**config.mk**
```make
export PLATFORM = sky130hd
export DESIGN_NAME = sw_pe_gen_flat
export DESIGN_NICKNAME = d
export VERILOG_FILES = /design/src/rtl/sw_pe_gen_if.sv /design/src/rtl/sw_pe_gen.sv /design/src/flat_wrapper.sv
export SDC_FILE = /design/constraint.sdc
export NUM_CORES = 1
export LEC_CHECK = 0
export BUFFER_PORTS_ARGS = -buffer_cell sky130_fd_sc_hd__buf_4
export CAP_MARGIN = 30
export CORE_UTILIZATION = 35
export CTS_BUF_LIST = sky130_fd_sc_hd__clkbuf_8 sky130_fd_sc_hd__clkbuf_16
export DETAILED_ROUTE_END_ITERATION = 6
export GPL_TIMING_DRIVEN = 0
export PLACE_DENSITY_LB_ADDON = 0.25
export SLEW_MARGIN = 20
export SYNTH_ARGS = -nofsm -noshare
export SYNTH_HDL_FRONTEND = slang
export SYNTH_SLANG_ARGS = --single-unit
export TNS_END_PERCENT = 1
```
**constraint.sdc**
```tcl
create_clock -name clk -period 28.1 [get_ports clk]
set_input_delay 4.215 -clock clk [delete_from_list [all_inputs] [get_ports clk]]
set_output_delay 4.215 -clock clk [all_outputs]
set_load 0.03 [all_outputs]
```
**src/rtl/sw_pe_gen_if.sv**
```systemverilog
// Bundle of every per-cell signal exchanged between a Smith-Waterman PE and
// its neighbours/controller. The slave modport is the PE side, the master
// modport is whoever feeds it. tb_dir exists only when SW_PE_TRACEBACK_EN
// is defined.
interface sw_pe_gen_if #(
  parameter int SCORE_W = 16,
  parameter int SYM_W   = 2,
  parameter int POS_W   = 12
);
  logic                      valid_in;
  logic                      valid_out;
  logic                      new_line_in;
  logic                      new_line_out;
  logic        [SYM_W-1:0]   s_sym;
  logic        [SYM_W-1:0]   t_in;
  logic        [SYM_W-1:0]   t_out;
  logic signed [SCORE_W-1:0] v_in;
  logic signed [SCORE_W-1:0] v_in_alpha;
  logic signed [SCORE_W-1:0] f_in;
  logic signed [SCORE_W-1:0] v_out;
  logic signed [SCORE_W-1:0] v_out_alpha;
  logic signed [SCORE_W-1:0] f_out;
  logic signed [SCORE_W-1:0] minus_alpha;
  logic signed [SCORE_W-1:0] minus_beta;
  logic signed [SCORE_W-1:0] match;
  logic signed [SCORE_W-1:0] mismatch;
  logic                      local_mode;
  logic signed [SCORE_W-1:0] best_score;
  logic        [POS_W-1:0]   best_pos;
`ifdef SW_PE_TRACEBACK_EN
  logic        [1:0]         tb_dir;
`endif

  modport master (
    output valid_in, new_line_in, s_sym, t_in, v_in, v_in_alpha, f_in,
           minus_alpha, minus_beta, match, mismatch, local_mode,
    input  valid_out, new_line_out, t_out, v_out, v_out_alpha, f_out,
           best_score, best_pos
`ifdef SW_PE_TRACEBACK_EN
    , input tb_dir
`endif
  );

  modport slave (
    input  valid_in, new_line_in, s_sym, t_in, v_in, v_in_alpha, f_in,
           minus_alpha, minus_beta, match, mismatch, local_mode,
    output valid_out, new_line_out, t_out, v_out, v_out_alpha, f_out,
           best_score, best_pos
`ifdef SW_PE_TRACEBACK_EN
    , output tb_dir
`endif
  );
endinterface

```
**src/rtl/sw_pe_gen.sv**
```systemverilog
// Parametrised Smith-Waterman processing element with affine gaps,
// saturating signed arithmetic, local/global mode, valid/stall qualifier
// and per-line best-score tracking. One cell per valid cycle, 1-cycle
// latency, all outputs registered.
// Optional macro: SW_PE_TRACEBACK_EN adds a registered tb_dir output
// (01 diag, 10 up/E, 11 left/F, 00 zero clamp).
module sw_pe_gen #(
  parameter int SCORE_W = 16,
  parameter int SYM_W   = 2,
  parameter int POS_W   = 12
) (
  input logic         clk,
  input logic         rst,
  sw_pe_gen_if.slave  bus
);

  localparam logic signed [SCORE_W-1:0] S_MAX  = {1'b0, {(SCORE_W-1){1'b1}}};
  localparam logic signed [SCORE_W-1:0] S_MIN  = {1'b1, {(SCORE_W-1){1'b0}}};
  localparam logic signed [SCORE_W-1:0] S_ZERO = '0;
  localparam logic        [POS_W-1:0]   P_MAX  = {POS_W{1'b1}};

  // Signed add that clamps to the representable range instead of wrapping.
  function automatic logic signed [SCORE_W-1:0] sat_add(
    input logic signed [SCORE_W-1:0] a,
    input logic signed [SCORE_W-1:0] b
  );
    logic [SCORE_W:0] s;
    s = {a[SCORE_W-1], a} + {b[SCORE_W-1], b};
    if (s[SCORE_W] != s[SCORE_W-1]) sat_add = s[SCORE_W] ? S_MIN : S_MAX;
    else                            sat_add = s[SCORE_W-1:0];
  endfunction

  function automatic logic signed [SCORE_W-1:0] smax(
    input logic signed [SCORE_W-1:0] a,
    input logic signed [SCORE_W-1:0] b
  );
    smax = (a > b) ? a : b;
  endfunction

  // State registers
  logic                      vld_q, nl_q;
  logic        [SYM_W-1:0]   t_q;
  logic signed [SCORE_W-1:0] diag_q, e_q, v_q, va_q, f_q, best_q;
  logic        [POS_W-1:0]   pos_q, bpos_q;

  // Next-state values for the cell currently on the inputs
  logic signed [SCORE_W-1:0] lut_d, diag_d, e_d, f_d, v_d, va_d, best_d;
  logic signed [SCORE_W-1:0] vd_d, pe_d, vdiag_d;
  logic        [POS_W-1:0]   pos_d, bpos_d;

`ifdef SW_PE_TRACEBACK_EN
  logic [1:0] dir_q, dir_d;
`endif

  // DP recurrence for one cell; E uses the current v_out_alpha register.
  always_comb begin
    lut_d   = (bus.s_sym == bus.t_in) ? bus.match : bus.mismatch;
    vd_d    = bus.new_line_in ? S_ZERO : diag_q;
    pe_d    = bus.new_line_in ? S_ZERO : e_q;
    diag_d  = sat_add(vd_d, lut_d);
    e_d     = smax(sat_add(pe_d, bus.minus_beta), va_q);
    f_d     = smax(bus.v_in_alpha, sat_add(bus.f_in, bus.minus_beta));
    vdiag_d = bus.local_mode ? smax(diag_d, S_ZERO) : diag_d;
    v_d     = smax(smax(e_d, f_d), vdiag_d);
    va_d    = sat_add(v_d, bus.minus_alpha);
  end

  // Cell position and best-so-far; ties keep the earlier position.
  always_comb begin
    pos_d  = bus.new_line_in ? '0 : ((pos_q == P_MAX) ? pos_q : pos_q + POS_W'(1));
    best_d = best_q;
    bpos_d = bpos_q;
    if (bus.new_line_in) begin
      best_d = v_d;
      bpos_d = '0;
    end else if (v_d > best_q) begin
      best_d = v_d;
      bpos_d = pos_d;
    end
  end

`ifdef SW_PE_TRACEBACK_EN
  // Traceback source: zero clamp first, then diag, E, F in that order.
  always_comb begin
    if (bus.local_mode && (v_d == S_ZERO) && (diag_d <= S_ZERO)) dir_d = 2'b00;
    else if (diag_d == v_d)                                      dir_d = 2'b01;
    else if (e_d == v_d)                                         dir_d = 2'b10;
    else                                                         dir_d = 2'b11;
  end
`endif

  // Register the cell on valid cycles; hold everything during a stall.
  always_ff @(posedge clk or negedge rst) begin
    if (!rst) begin
      vld_q  <= 1'b0;
      nl_q   <= 1'b0;
      t_q    <= '0;
      diag_q <= '0;
      e_q    <= '0;
      v_q    <= '0;
      va_q   <= '0;
      f_q    <= '0;
      best_q <= '0;
      pos_q  <= '0;
      bpos_q <= '0;
`ifdef SW_PE_TRACEBACK_EN
      dir_q  <= 2'b00;
`endif
    end else begin
      vld_q <= bus.valid_in;
      if (bus.valid_in) begin
        nl_q   <= bus.new_line_in;
        t_q    <= bus.t_in;
        diag_q <= bus.v_in;
        e_q    <= e_d;
        v_q    <= v_d;
        va_q   <= va_d;
        f_q    <= f_d;
        best_q <= best_d;
        pos_q  <= pos_d;
        bpos_q <= bpos_d;
`ifdef SW_PE_TRACEBACK_EN
        dir_q  <= dir_d;
`endif
      end
    end
  end

  assign bus.valid_out    = vld_q;
  assign bus.new_line_out = nl_q;
  assign bus.t_out        = t_q;
  assign bus.v_out        = v_q;
  assign bus.v_out_alpha  = va_q;
  assign bus.f_out        = f_q;
  assign bus.best_score   = best_q;
  assign bus.best_pos     = bpos_q;
`ifdef SW_PE_TRACEBACK_EN
  assign bus.tb_dir       = dir_q;
`endif

endmodule

```
**src/flat_wrapper.sv**
```systemverilog
// flat-port wrapper written by rule: the top's interface ports become plain ports
module sw_pe_gen_flat 
#(
  parameter int SCORE_W = 16,
  parameter int SYM_W   = 2,
  parameter int POS_W   = 12
)
  (clk, rst, bus_valid_in, bus_new_line_in, bus_s_sym, bus_t_in, bus_v_in, bus_v_in_alpha, bus_f_in, bus_minus_alpha, bus_minus_beta, bus_match, bus_mismatch, bus_local_mode, bus_valid_out, bus_new_line_out, bus_t_out, bus_v_out, bus_v_out_alpha, bus_f_out, bus_best_score, bus_best_pos);
  sw_pe_gen_if #(.SCORE_W(SCORE_W), .SYM_W(SYM_W), .POS_W(POS_W)) bus_i ();
  input logic clk;
  input logic rst;
  input wire logic [$bits(bus_i.valid_in)-1:0] bus_valid_in;
  input wire logic [$bits(bus_i.new_line_in)-1:0] bus_new_line_in;
  input wire logic [$bits(bus_i.s_sym)-1:0] bus_s_sym;
  input wire logic [$bits(bus_i.t_in)-1:0] bus_t_in;
  input wire logic [$bits(bus_i.v_in)-1:0] bus_v_in;
  input wire logic [$bits(bus_i.v_in_alpha)-1:0] bus_v_in_alpha;
  input wire logic [$bits(bus_i.f_in)-1:0] bus_f_in;
  input wire logic [$bits(bus_i.minus_alpha)-1:0] bus_minus_alpha;
  input wire logic [$bits(bus_i.minus_beta)-1:0] bus_minus_beta;
  input wire logic [$bits(bus_i.match)-1:0] bus_match;
  input wire logic [$bits(bus_i.mismatch)-1:0] bus_mismatch;
  input wire logic [$bits(bus_i.local_mode)-1:0] bus_local_mode;
  output wire logic [$bits(bus_i.valid_out)-1:0] bus_valid_out;
  output wire logic [$bits(bus_i.new_line_out)-1:0] bus_new_line_out;
  output wire logic [$bits(bus_i.t_out)-1:0] bus_t_out;
  output wire logic [$bits(bus_i.v_out)-1:0] bus_v_out;
  output wire logic [$bits(bus_i.v_out_alpha)-1:0] bus_v_out_alpha;
  output wire logic [$bits(bus_i.f_out)-1:0] bus_f_out;
  output wire logic [$bits(bus_i.best_score)-1:0] bus_best_score;
  output wire logic [$bits(bus_i.best_pos)-1:0] bus_best_pos;
  assign bus_i.valid_in = bus_valid_in;
  assign bus_i.new_line_in = bus_new_line_in;
  assign bus_i.s_sym = bus_s_sym;
  assign bus_i.t_in = bus_t_in;
  assign bus_i.v_in = bus_v_in;
  assign bus_i.v_in_alpha = bus_v_in_alpha;
  assign bus_i.f_in = bus_f_in;
  assign bus_i.minus_alpha = bus_minus_alpha;
  assign bus_i.minus_beta = bus_minus_beta;
  assign bus_i.match = bus_match;
  assign bus_i.mismatch = bus_mismatch;
  assign bus_i.local_mode = bus_local_mode;
  assign bus_valid_out = bus_i.valid_out;
  assign bus_new_line_out = bus_i.new_line_out;
  assign bus_t_out = bus_i.t_out;
  assign bus_v_out = bus_i.v_out;
  assign bus_v_out_alpha = bus_i.v_out_alpha;
  assign bus_f_out = bus_i.f_out;
  assign bus_best_score = bus_i.best_score;
  assign bus_best_pos = bus_i.best_pos;
  sw_pe_gen #(.SCORE_W(SCORE_W), .SYM_W(SYM_W), .POS_W(POS_W)) u_core (.clk(clk), .rst(rst), .bus(bus_i));
endmodule
```
==> reports/metrics.yaml, run 1 <==
drt_iter0_drc: 725
first_pass_iters: 7
wirelength_um: 42300
ios: 201
worst_setup_path_end_kind: "flip-flop"
cts_setup_buffers: 0
path_buf_inv: 12
root_buffer: "clkbuf_16"
multi_input_area_mm2: 0.00857
drive_gt1_frac: 0.202
muxShareOfSynthArea: 0.0756
max_stage_delay_ns: 0.74
hold_class: "flip-flop to flip-flop"
tritoncts: "done"
ant_nets: 0
crit_type: "input port to flip-flop"
numCtsBuffers: 17
synth_top_family_by_area: "compound AO/OA/AOI/OAI gates"
finalSetupViolCount: 0
path_clk_slew_ns: 0.06
synthArstFlopShare: 1.00
post_synth_num_cell_types: 88
final.setup.tns_ns: 0
drc_errors: 2
synth_edf_count: 0
postSynthCellCount: 1446
die_w_um: 189
finalHoldViolCount: 0
rsz0062_at_grt: "no"
synthXorXnorAreaFrac: 0.0329
finish.utilization: 0.433
vias: 12000
outcome: "finished, violations left"
maxCapViolations: 0
die_h_um: 189
netlist_area_mm2: 0.0123
antennaDiodeCount: 0
yosys.area_share.simple: 0.169
grt-ovfl-total: 0
period_share: 0.687
ys_seq_area_frac: 0.253
min_period_ns: 19.29
crit_family: "compound AO/OA/AOI/OAI gates"
yosysWarnings: 0
start_util: 0.355
io_buffers: 199
hold_ws_ns: 0.483
antenna_found_initial: 0
startpoint_type: "input port"
postCtsHoldBufs: 0
critPathMaxFanout: 10
insertion_delay_ns: 0.44
dieArea_mm2: 0.0358
slowest_stage: "a21oi_1"
fmax_mhz: 51.8
cts_resized: 0
synth_compound_area_frac: 0.258
slew_viol_final: 0
routabilityCongestion: 0.930
clk_path_buf_depth: 2
grt_pass1_wl_um: 65100
grt_usage: 0.236
coreArea_mm2: 0.0345
ys_ff_latch: 124
synth.avg_cell_area_um2: 8.48
synthAdderAreaFrac: 0.164
regArea_mm2: 0.00310
grt_pass1_vias: 11700
area_delta_synth_final_pct: 22.0
cts_sinks: 124
fillers: 3550
ys.flop_type: "dfrtp_1"
grt_start_max_net_pins: 92
hpwl_um: 34600
nNetsFinal: 1940
finalClockSkew_ns: 0.0127
htree_levels: 4
relSlewSlack: 0.353
rows: 68
routedWlPerCell_um: 19.8
syn-num-nets: 1720
worst_pin_slew_ns: 0.970
required_ns: 28.39
crit_top_cell: "clkbuf_1"
violations: "design-rule violations"
worstPathArrival_ns: 19.58
viasPerCell: 5.61
-- metrics by stage --
stage | area (um^2) | cells | worst slack (ns)
4_1_cts | 15000 | 2131 | 9.07
2_1_floorplan | 12300 | 1446 | 12.72
5_1_grt | 15000 | 2131 | 8.14
3_3_place_gp | 14300 | 2100 | 8.77
3_5_place_dp | 14400 | 2102 | 8.69
6_report | 15000 | 2131 | 8.81
-- layout by cell type (no fill, tap or decap), types with 6 or more instances in the layout --
| cell type | netlist | layout |
|---|---|---|
| nand3_1 | 21 | 21 |
| a31oi_1 | 16 | 16 |
| nand2_1 | 88 | 88 |
| or3_1 | 6 | 6 |
| mux2i_1 | 18 | 18 |
| a21boi_0 | 8 | 8 |
| nor3b_1 | 7 | 7 |
| o21a_1 | 15 | 15 |
| nor2_1 | 122 | 122 |
| ha_1 | 149 | 149 |
| clkbuf_16 | 0 | 17 |
| xor2_1 | 13 | 13 |
| o221ai_1 | 7 | 7 |
| nor3_1 | 24 | 24 |
| inv_1 | 91 | 94 |
| and3_1 | 9 | 9 |
| and2_1 | 7 | 7 |
| buf_4 | 2 | 200 |
| a211oi_1 | 22 | 22 |
| o31ai_1 | 19 | 19 |
| a21o_1 | 38 | 38 |
| and4_1 | 7 | 7 |
| dfrtp_1 | 124 | 124 |
| o31a_1 | 7 | 7 |
| nand2b_1 | 19 | 19 |
| or2_2 | 15 | 15 |
| a21oi_1 | 117 | 117 |
| nor2b_1 | 49 | 49 |
| xnor2_1 | 33 | 33 |
| mux2_2 | 65 | 65 |
| o211a_1 | 6 | 6 |
| o22ai_1 | 17 | 17 |
| o211ai_1 | 22 | 22 |
| o21ai_0 | 88 | 88 |
| o2111ai_1 | 7 | 7 |
| o2bb2ai_1 | 9 | 9 |
| nand4_1 | 20 | 20 |
| clkbuf_1 | 52 | 52 |
-- layout make-up --
class | instances | area share
tap | 455 | 0.0381
clock buffer | 19 | 0.0303
inverter | 93 | 0.0233
buffer | 58 | 0.0158
clock inverter | 10 | 0.00853
sequential | 124 | 0.207
multi-input combinational | 1171 | 0.573
timing repair buffer | 201 | 0.103
-- worst min-delay path, delay by kind of cell, from the launching register on --
family          cells  cell delay, ns
flops               1            0.34
compound gates      1            0.06
simple gates        1            0.05
-- state kept, by name, indices dropped and copies added (netlist names) --
register / count
u_core.bus.best_pos: 12
u_core.bus.best_score: 16
u_core.bus.f_out: 16
u_core.bus.new_line_out: 1
u_core.bus.t_out: 2
u_core.bus.v_out: 16
u_core.bus.v_out_alpha: 16
u_core.bus.valid_out: 1
u_core.diag_q: 16
u_core.e_q: 16
u_core.pos_q: 12
-- synth_stat cells, types with 8 or more instances --
master / n / area, um^2
mux2i_1: 18 / 180
a211oi_1: 22 / 165
nor2b_1: 49 / 307
mux2_2: 65 / 732
dfrtp_1: 124 / 3100
nand2_1: 88 / 330
xor2_1: 13 / 114
o22ai_1: 17 / 106
a31oi_1: 16 / 100
or2_2: 15 / 93.8
and3_1: 9 / 56.3
nand3_1: 21 / 105
a21oi_1: 117 / 586
a21o_1: 38 / 285
inv_1: 91 / 342
clkbuf_1: 52 / 195
xnor2_1: 33 / 289
nor2_1: 122 / 458
nand2b_1: 19 / 119
nor3_1: 24 / 120
o21a_1: 15 / 113
nand4_1: 20 / 125
ha_1: 149 / 1860
a21boi_0: 8 / 60.1
o2bb2ai_1: 9 / 78.8
o211ai_1: 22 / 165
o21ai_0: 88 / 440
o31ai_1: 19 / 143
-- metal layers --
layer  global-route usage  wire (um)  vias up
li1                     -          -     5811
met1                0.305      18600     5694
met2                0.397      19900      374
met3               0.0317       2190       77
met4               0.0968       1530        0
met5                    0          0        -
-- cells by family (layout without fill, tap and decap cells) --
| family | Yosys count | count (layout) |
|---|---|---|
| buffers and inverters | 151 | 381 |
| multiplexers | 84 | 84 |
| AO/OA/AOI/OAI | 469 | 469 |
| adder cells (fa/ha/maj) | 159 | 159 |
| flip-flops | 124 | 124 |
| XOR/XNOR | 46 | 46 |
| AND/OR/NAND/NOR | 413 | 413 |
-- worst paths after layout --
path                                      from                  endpoint  slack (ns)  depth (start not counted)
max in group asynchronous                  rst             u_core.e_q[5]       23.69                          2
hold reg to reg            u_core.bus.f_out[7]       u_core.bus.f_out[7]        0.48                          2
min in group asynchronous                  rst       u_core.bus.t_out[0]        3.64                          1
hold / removal             u_core.bus.f_out[7]       u_core.bus.f_out[7]        0.48                          2
setup reg to reg                 u_core.e_q[5]  u_core.bus.best_score[2]       13.30                         49
setup / recovery               bus_new_line_in  u_core.bus.best_score[2]        8.81                         52
Power of run 1 is not shown: default switching activity piles up to over one toggle a cycle in this logic, so the estimate is an artifact.
==> run 2: changes to the inputs <==
- clock period: 28.1 -> 16.9 ns (I/O delays scaled with it)
==> run 2 against run 1 <==
Effect of this change: the run still ends with design-rule violations left; setup slack worse by 8.1 ns; largest cell class unchanged; final cell count about the same; clock skew down 0.0028 ns; first-iteration DRC count down 4.6%; via count down 0.15%; global-route usage about the same.
==> reports/metrics.yaml, run 2 (synthesis results as in run 1) <==
grt_start_max_net_pins: 92
io_buffers: 199
path_clk_slew_ns: 0.06
gr-usage-met2: 0.398
final_common_cell: "buf_4"
finalHoldViolCount: 0
drt_iter0_drc: 692
grt_pass1_vias: 11700
mostFrequentLayoutCells: "buf_4, ha_1, dfrtp_1"
antenna_found_initial: 0
rows: 68
htree_levels: 4
worstPathArrival_ns: 16.47
min_period_ns: 16.18
violations: "design-rule violations"
cts_resized: 2
hold_class: "flip-flop to flip-flop"
hpwl_um: 34600
dp_cells: 2102
finalNonFillerCells: 2129
maxCapViolations: 0
worst_setup_path_end_kind: "flip-flop"
die_h_um: 189
crit_top_cell: "ha_1"
finish.utilization: 0.433
root_buffer: "clkbuf_16"
ant_nets: 0
crit_family: "compound AO/OA/AOI/OAI gates"
required_ns: 17.19
die_w_um: 189
routabilityCongestion: 0.930
nNetsFinal: 1938
regArea_mm2: 0.00310
relSlewSlack: 0.351
drive_gt1_frac: 0.207
drc_errors: 2
max_stage_delay_ns: 0.48
antennaDiodeCount: 0
period_share: 0.957
vias: 11900
dieArea_mm2: 0.0358
startpoint_type: "input port"
crit_type: "input port to flip-flop"
grt-ovfl-total: 0
insertion_delay_ns: 0.43
first_pass_iters: 7
grt_usage: 0.237
rsz0062_at_grt: "no"
finalSetupViolCount: 0
worst_pin_slew_ns: 0.974
outcome: "finished, violations left"
path_buf_inv: 9
slew_viol_final: 0
multi_input_area_mm2: 0.00859
fillers: 3558
met1_usage: 0.304
cts_sinks: 124
fmax_mhz: 61.8
grt_pass1_wl_um: 65200
cts_setup_buffers: 0
start_util: 0.355
coreArea_mm2: 0.0345
numCtsBuffers: 17
critPathMaxFanout: 15
wirelength_um: 42300
clk_path_buf_depth: 2
viasPerCell: 5.61
ios: 201
postCtsHoldBufs: 0
area_delta_synth_final_pct: 22.1
tritoncts: "done"
routedWlPerCell_um: 19.9
top_usage_layer: "met2"
slowest_stage: "clkbuf_1"
grtUsageMet3: 0.0328
finalClockSkew_ns: 0.00986
==> run 2: cell types whose count changed in the layout (fill, tap and decap cells not counted) <==
cell      before  now
a21oi_1      117  116
a21oi_2        1    2
clkbuf_1      52   45
clkbuf_2       0    5
o21ai_1        3    2
o21ai_2        1    2
o31ai_1       19   18
o31ai_2        0    1
==> run 2: final cells by class <==
class                   count  area share
multi-input cells        1171       0.574
flip-flops and latches    124       0.207
repair buffers            201       0.103
well taps                 455      0.0380
clock buffers              19      0.0303
inverters                  93      0.0233
plain buffers              56      0.0157
clock inverters            10     0.00853
==> run 2: worst reg2reg max path, delay by kind of cell (launching register included) <==
kind | cells | cell delay [ns]
flops | 1 | 0.33
fa+ha+maj | 5 | 1.52
buf+inv | 6 | 1.76
simple gates | 16 | 3.84
compound gates | 20 | 5.93
==> run 2: final timing paths <==
| check | startpoint | to | slack, ns | cells after the start |
|---|---|---|---|---|
| max in group asynchronous | rst | u_core.e_q[9] | 14.17 | 2 |
| min in group asynchronous | rst | u_core.bus.t_out[0] | 1.96 | 1 |
| worst max register to register | u_core.e_q[5] | u_core.bus.best_score[2] | 3.37 | 47 |
| worst max-delay path | bus_new_line_in | u_core.bus.best_score[2] | 0.72 | 50 |
| worst min-delay path | u_core.bus.best_pos[0] | u_core.bus.best_pos[0] | 0.48 | 2 |
| worst min register to register | u_core.bus.best_pos[0] | u_core.bus.best_pos[0] | 0.48 | 2 |
==> run 2: metal layers <==
metal / wire length (um) / part of all wire
met2: 20000 / 0.47
met3: 2230 / 0.053
met5: 0 / 0
met4: 1460 / 0.034
met1: 18600 / 0.44
==> run 2: per-stage QoR <==
step                setup slack (ns)  hold slack (ns)  TNS, ns  area [um^2]
floorplan                       3.20            0.473        0        12300
global placement              -0.753            0.470   -10.55        14300
detailed placement            -0.830            0.474   -12.91        14400
CTS                           0.0114            0.487        0        15000
global route                  0.0363            0.511        0        15000
finish                         0.724            0.484        0        15000
Power of run 2 is left out for the same reason.
